===== src/rtl/mult_arbiter_if.sv =====
// Handshake and operand/result bundle between the compute units and the mult_arbiter bank.
interface mult_arbiter_if;
  logic        req_T;
  logic        rel_T;
  logic [95:0] T_op1;
  logic [95:0] T_op2;
  logic        req_S;
  logic        rel_S;
  logic [95:0] S_op1;
  logic [95:0] S_op2;
  logic        gnt_T;
  logic        gnt_S;
  logic [95:0] mult_result;
  logic        res_valid;
  logic        busy;
  logic        hold_err;

  modport master (
    output req_T, rel_T, T_op1, T_op2, req_S, rel_S, S_op1, S_op2,
    input  gnt_T, gnt_S, mult_result, res_valid, busy, hold_err
  );

  modport slave (
    input  req_T, rel_T, T_op1, T_op2, req_S, rel_S, S_op1, S_op2,
    output gnt_T, gnt_S, mult_result, res_valid, busy, hold_err
  );
endinterface


===== src/rtl/mult_arbiter.sv =====
// Two-requester arbiter for a shared 3-lane 32x32 signed multiplier bank.
// Define MULT_PIPE_EN to register mult_result/res_valid (1-cycle latency).
module mult_arbiter #(
  parameter logic [9:0] MAX_HOLD = 10'd1023
) (
  input  logic          Clock_50,
  input  logic          Reset,
  mult_arbiter_if.slave bus
);

  typedef enum logic [1:0] {ArbIdle, ArbT, ArbS, ArbGap} arb_state_e;

  arb_state_e  state_q, state_d;
  logic        last_owner_q;  // 1: S owned last, so T wins the next tie
  logic [9:0]  hold_cnt_q;
  logic        hold_err_q;
  logic        owned;
  logic        entering;
  logic [95:0] op1, op2, prod;

  always_comb begin
    state_d = state_q;
    unique case (state_q)
      ArbIdle: begin
        if (bus.req_T && bus.req_S) state_d = last_owner_q ? ArbT : ArbS;
        else if (bus.req_T)         state_d = ArbT;
        else if (bus.req_S)         state_d = ArbS;
      end
      ArbT:    if (bus.rel_T) state_d = ArbGap;
      ArbS:    if (bus.rel_S) state_d = ArbGap;
      ArbGap:  state_d = ArbIdle;
      default: state_d = ArbIdle;
    endcase
  end

  assign owned    = (state_q == ArbT) || (state_q == ArbS);
  assign entering = (state_q == ArbIdle) && (state_d != ArbIdle);

  always_ff @(posedge Clock_50) begin
    if (Reset) begin
      state_q      <= ArbIdle;
      last_owner_q <= 1'b1;
      hold_cnt_q   <= '0;
      hold_err_q   <= 1'b0;
    end else begin
      state_q <= state_d;
      if (entering) begin
        last_owner_q <= (state_d == ArbS);
        hold_cnt_q   <= '0;
      end else if (owned && hold_cnt_q != MAX_HOLD) begin
        hold_cnt_q <= hold_cnt_q + 10'd1;
      end
      if (owned && hold_cnt_q == MAX_HOLD) hold_err_q <= 1'b1;
    end
  end

  // Only the owner's operands reach the multipliers; everything else sees zero.
  always_comb begin
    op1 = '0;
    op2 = '0;
    if (state_q == ArbT) begin
      op1 = bus.T_op1;
      op2 = bus.T_op2;
    end else if (state_q == ArbS) begin
      op1 = bus.S_op1;
      op2 = bus.S_op2;
    end
  end

  // Low 32 bits of a signed product equal those of the unsigned product.
  assign prod[95:64] = op1[95:64] * op2[95:64];
  assign prod[63:32] = op1[63:32] * op2[63:32];
  assign prod[31:0]  = op1[31:0]  * op2[31:0];

  assign bus.gnt_T    = (state_q == ArbT);
  assign bus.gnt_S    = (state_q == ArbS);
  assign bus.busy     = (state_q != ArbIdle);
  assign bus.hold_err = hold_err_q;

`ifdef MULT_PIPE_EN
  logic [95:0] res_q;
  logic        valid_q;

  always_ff @(posedge Clock_50) begin
    if (Reset) begin
      res_q   <= '0;
      valid_q <= 1'b0;
    end else begin
      res_q   <= prod;
      valid_q <= owned;
    end
  end

  assign bus.mult_result = res_q;
  assign bus.res_valid   = valid_q;
`else
  assign bus.mult_result = prod;
  assign bus.res_valid   = owned;
`endif

endmodule


===== src/flat_wrapper.sv =====
// flat-port wrapper written by rule: the top's interface ports become plain ports
module mult_arbiter_flat 
#(
  parameter logic [9:0] MAX_HOLD = 10'd1023
)
  (Clock_50, Reset, bus_req_T, bus_rel_T, bus_T_op1, bus_T_op2, bus_req_S, bus_rel_S, bus_S_op1, bus_S_op2, bus_gnt_T, bus_gnt_S, bus_mult_result, bus_res_valid, bus_busy, bus_hold_err);
  mult_arbiter_if bus_i ();
  input  logic Clock_50;
  input  logic Reset;
  input wire logic [$bits(bus_i.req_T)-1:0] bus_req_T;
  input wire logic [$bits(bus_i.rel_T)-1:0] bus_rel_T;
  input wire logic [$bits(bus_i.T_op1)-1:0] bus_T_op1;
  input wire logic [$bits(bus_i.T_op2)-1:0] bus_T_op2;
  input wire logic [$bits(bus_i.req_S)-1:0] bus_req_S;
  input wire logic [$bits(bus_i.rel_S)-1:0] bus_rel_S;
  input wire logic [$bits(bus_i.S_op1)-1:0] bus_S_op1;
  input wire logic [$bits(bus_i.S_op2)-1:0] bus_S_op2;
  output wire logic [$bits(bus_i.gnt_T)-1:0] bus_gnt_T;
  output wire logic [$bits(bus_i.gnt_S)-1:0] bus_gnt_S;
  output wire logic [$bits(bus_i.mult_result)-1:0] bus_mult_result;
  output wire logic [$bits(bus_i.res_valid)-1:0] bus_res_valid;
  output wire logic [$bits(bus_i.busy)-1:0] bus_busy;
  output wire logic [$bits(bus_i.hold_err)-1:0] bus_hold_err;
  assign bus_i.req_T = bus_req_T;
  assign bus_i.rel_T = bus_rel_T;
  assign bus_i.T_op1 = bus_T_op1;
  assign bus_i.T_op2 = bus_T_op2;
  assign bus_i.req_S = bus_req_S;
  assign bus_i.rel_S = bus_rel_S;
  assign bus_i.S_op1 = bus_S_op1;
  assign bus_i.S_op2 = bus_S_op2;
  assign bus_gnt_T = bus_i.gnt_T;
  assign bus_gnt_S = bus_i.gnt_S;
  assign bus_mult_result = bus_i.mult_result;
  assign bus_res_valid = bus_i.res_valid;
  assign bus_busy = bus_i.busy;
  assign bus_hold_err = bus_i.hold_err;
  mult_arbiter #(.MAX_HOLD(MAX_HOLD)) u_core (.Clock_50(Clock_50), .Reset(Reset), .bus(bus_i));
endmodule

===== config.mk =====
export PLATFORM = sky130hd
export DESIGN_NAME = mult_arbiter_flat
export DESIGN_NICKNAME = d
export VERILOG_FILES = /design/src/rtl/mult_arbiter_if.sv /design/src/rtl/mult_arbiter.sv /design/src/flat_wrapper.sv
export SDC_FILE = /design/constraint.sdc
export NUM_CORES = 2
export LEC_CHECK = 0
export BUFFER_PORTS_ARGS = -buffer_cell sky130_fd_sc_hd__buf_2
export CAP_MARGIN = 10
export CORE_ASPECT_RATIO = 1.75
export CORE_MARGIN = 2
export CORE_UTILIZATION = 35
export DETAILED_ROUTE_END_ITERATION = 12
export SYNTH_ARGS = -nofsm -noshare
export SYNTH_HDL_FRONTEND = slang
export SYNTH_SLANG_ARGS = --single-unit

===== constraint.sdc =====
create_clock -name Clock_50 -period 11.1 [get_ports Clock_50]
set_input_delay 0.555 -clock Clock_50 [delete_from_list [all_inputs] [get_ports Clock_50]]
set_output_delay 0.555 -clock Clock_50 [all_outputs]
set_load 0.02 [all_outputs]

==> metrics.md <==
| Metric | Value |
|---|---|
| DR WL/cell | 25.7 microns |
| Synthesized cell area | 49700 sq um |
| Synth warnings | 0 |
| Placeable Area | 142000 sq um |
| Largest net degree at the start of global routing | 169 |
| Share of synthesized registers carrying an async set or reset | 0% |
| Worst EP required | 10.55 ns |
| WP data arrival | 9.58 ns |
| PortBufs | 490 |
| Number of gates resized after CTS | 0 |
| Ys flop type | dfxtp_1 |
| Worst Path Max Fanout | 34 |
| CP top delay family | adder cells |
| Synth area leaders | fa_1, ha_1, inv_1, nand2_1, nor2_1 |
| Critical Setup Path Class | reg -> out |
| Detail Placement HPWL | 187 mm |
| Setup crit start | u_core.state_q[0]$_SDFF_PP0_ |
| Synthesized area per cell | 8.31 sq um |
| Area delta synth->final | 10.2% |
| Htree depth | 1 |
| Slew headroom | 12.8% |
| RR Endpoint | u_core.hold_cnt_q[9]$_SDFFE_PP0P_ |
| Commonest non-fill, non-tap cell in the layout | fa_1 |
| Share of layout cells above drive strength 1 | 10.6% |
| Cts hold-fix bufs | 0 |
| Max Slew Vio Count | 0 |
| Worst Max-Slew Pin Slew | 1.30 ns |
| Sink Count | 14 |
| Status | finished, final reports clean |
| Hold Path Depth | 2 |
| Number of synthesized flops with an enable pin | 0 |
| Post-CTS Setup Bufs | 0 |
| Worst Setup Start Kind | flop |
| Vias per cell | 5.35 |
| Fin crit share | 91.3% |
| CTS clock-pin slew for the worst setup and hold paths | 0.05 ns |
| Drt total wl | 212 mm |
| Gr ovfl total | 0 |
| Vias in the first global route | 46633 |
| Synth Register Bits | 14 |
| R2R Path Start | u_core.state_q[0]$_SDFF_PP0_ |
| Vias | 44033 |
| Worst min path class | reg -> reg |
| CTS Root Cell | clkbuf_16 |
| Reg2reg setup slack | 8.84 ns |
| Clk buf depth | 2 |
| Ports | 491 |
| Clk_lat worst skew | 0.25 ns |
| Fmax | 98.6 MHz |
| Global-route wire length before repair | 305 mm |
| Num rows | 183 |
| Final nets | 8352 |
| Final hold slack | 0.470 ns |
| Final setup violation count | 0 |
| Min-delay src | u_core.bus.hold_err$_SDFFE_PP0P_ |
| Hold path endpoint | u_core.bus.hold_err$_SDFFE_PP0P_ |
| Core Util, Final | 38.7% |
| Maximum Capacitance Violations | 0 |
| Final Cell Area | 54800 sq um |
| Distinct cell type count after synthesis | 66 |
| RePlAce Congestion | 1.03 |
| TritonCTS clock tree | built |
| CTS Buf Count | 3 |
| Slowest cell delay on critical path | 0.80 ns |
| Most frequent cells in the layout | fa_1, inv_1, nand2_1, nor2_1, buf_2 |
| Bufs and invs on worst path | 8 |
| Total of fill cells in the finished design | 14751 |
| Die Height | 503 microns |
| Mapped Nets | 7971 |
| Post-Syn Instances | 5983 |
| DIE WIDTH | 289 microns |
| Clock Skews | 0.00158 ns |
| Slowest cell on crit path | nor2b_4 |
| Setup crit end kind | primary output |
| Yosys top cell area share | 49.3% |
| Min Tclk post-route | 10.14 ns |
| Final hold violation count | 0 |
| Seq/Total Area, Yosys | 0.564% |
| Routed Antenna Nets | 0 |
| Initial antenna violation count | 52 |
| Synth area leader | fa_1 |
| Most frequent CP cell | fa_1 |
| Dpl cell area | 54700 sq um |
| GRT Total Usage | 29.2% |
| DRC violation count after routing | 0 |
| Sum Neg Setup Slack | 0 ns |
| Reg2reg path depth | 6 |
| Initial DRC count | 3438 |
| Initial Utilization | 35.1% |
| Die area | 145000 sq um |
| RSZ-0062 raised after global routing | no |
| Drt first pass iters | 8 |
[cells in the mapped netlist, types with 61 or more instances]
library cell  number
nand3_1          169
a21oi_1           75
xnor2_1          202
nor2_1           854
inv_1           1155
nand2_1          890
fa_1            1224
clkbuf_1         176
o21a_1            99
o21ai_0          166
a22o_1            61
ha_1             374
a22oi_1           65
buf_2             68
[worst max path at each step]
stage | slack [ns] | depth (start not counted) | endpoint
2_1_floorplan | 1.79 | 33 | bus_mult_result[62]
3_3_place_gp | 1.40 | 27 | bus_mult_result[95]
3_5_place_dp | 1.24 | 28 | bus_mult_result[62]
4_1_cts | 0.97 | 28 | bus_mult_result[62]
5_1_grt | 0.54 | 27 | bus_mult_result[95]
6_report | 0.96 | 30 | bus_mult_result[62]
[cell type report]
cell class,count,area [sq um],share of cell area [%]
antenna,22,55.1,0.100
inverter,1155,4340,7.91
timing repair buffer,638,3640,6.64
clock buffer,4,88.8,0.162
sequential,14,280,0.511
multi-input combinational,4552,44100,80.4
tap,1850,2310,4.22
[worst reg2reg max path, stage by stage, from the launching register on]
cell	delay (ns)
dfxtp_1	0.42
inv_1	0.15
ha_1	0.38
nor2b_1	0.42
nand4_1	0.30
or3_1	0.39
a21oi_1	0.14
[state kept, by name, summed over array words and instances, names as in the netlist]
| name | count |
|---|---|
| u_core.bus.hold_err | 1 |
| u_core.hold_cnt_q | 10 |
| u_core.last_owner_q | 1 |
| u_core.state_q | 2 |
[layer usage]
layer | track usage (%) | wire [microns] | vias to the layer above
met5 | 0 | 342 | -
met4 | 18.5 | 17100 | 52
met3 | 6.16 | 18900 | 587
met2 | 49.4 | 101000 | 2195
met1 | 33.4 | 74500 | 22367
li1 | - | - | 18832
[cells by family (layout without fill, tap and decap cells)]
kind of cell | count (synthesis) | after routing | synth area share [%]
AND/OR/NAND/NOR | 2057 | 2057 | 16.7
adder cells (fa/ha/maj) | 1598 | 1598 | 58.7
buffers and inverters | 1417 | 1797 | 10.9
AO/OA/AOI/OAI | 632 | 632 | 8.42
XOR/XNOR | 262 | 262 | 4.64
flip-flops | 14 | 14 | 0.564
multiplexers | 3 | 3 | 0.0604
other | 0 | 22 | 0
[stage by stage]
step | worst slack, ns | cells
floorplan | 1.79 | 5983
global placement | 1.40 | 8209
detailed placement | 1.24 | 8209
CTS | 0.967 | 8213
global route | 0.540 | 8219
finish | 0.963 | 8235
Power is left out: the tool's default activity adds up to more than one toggle a clock period on the data nets, which glitch-free logic cannot reach.
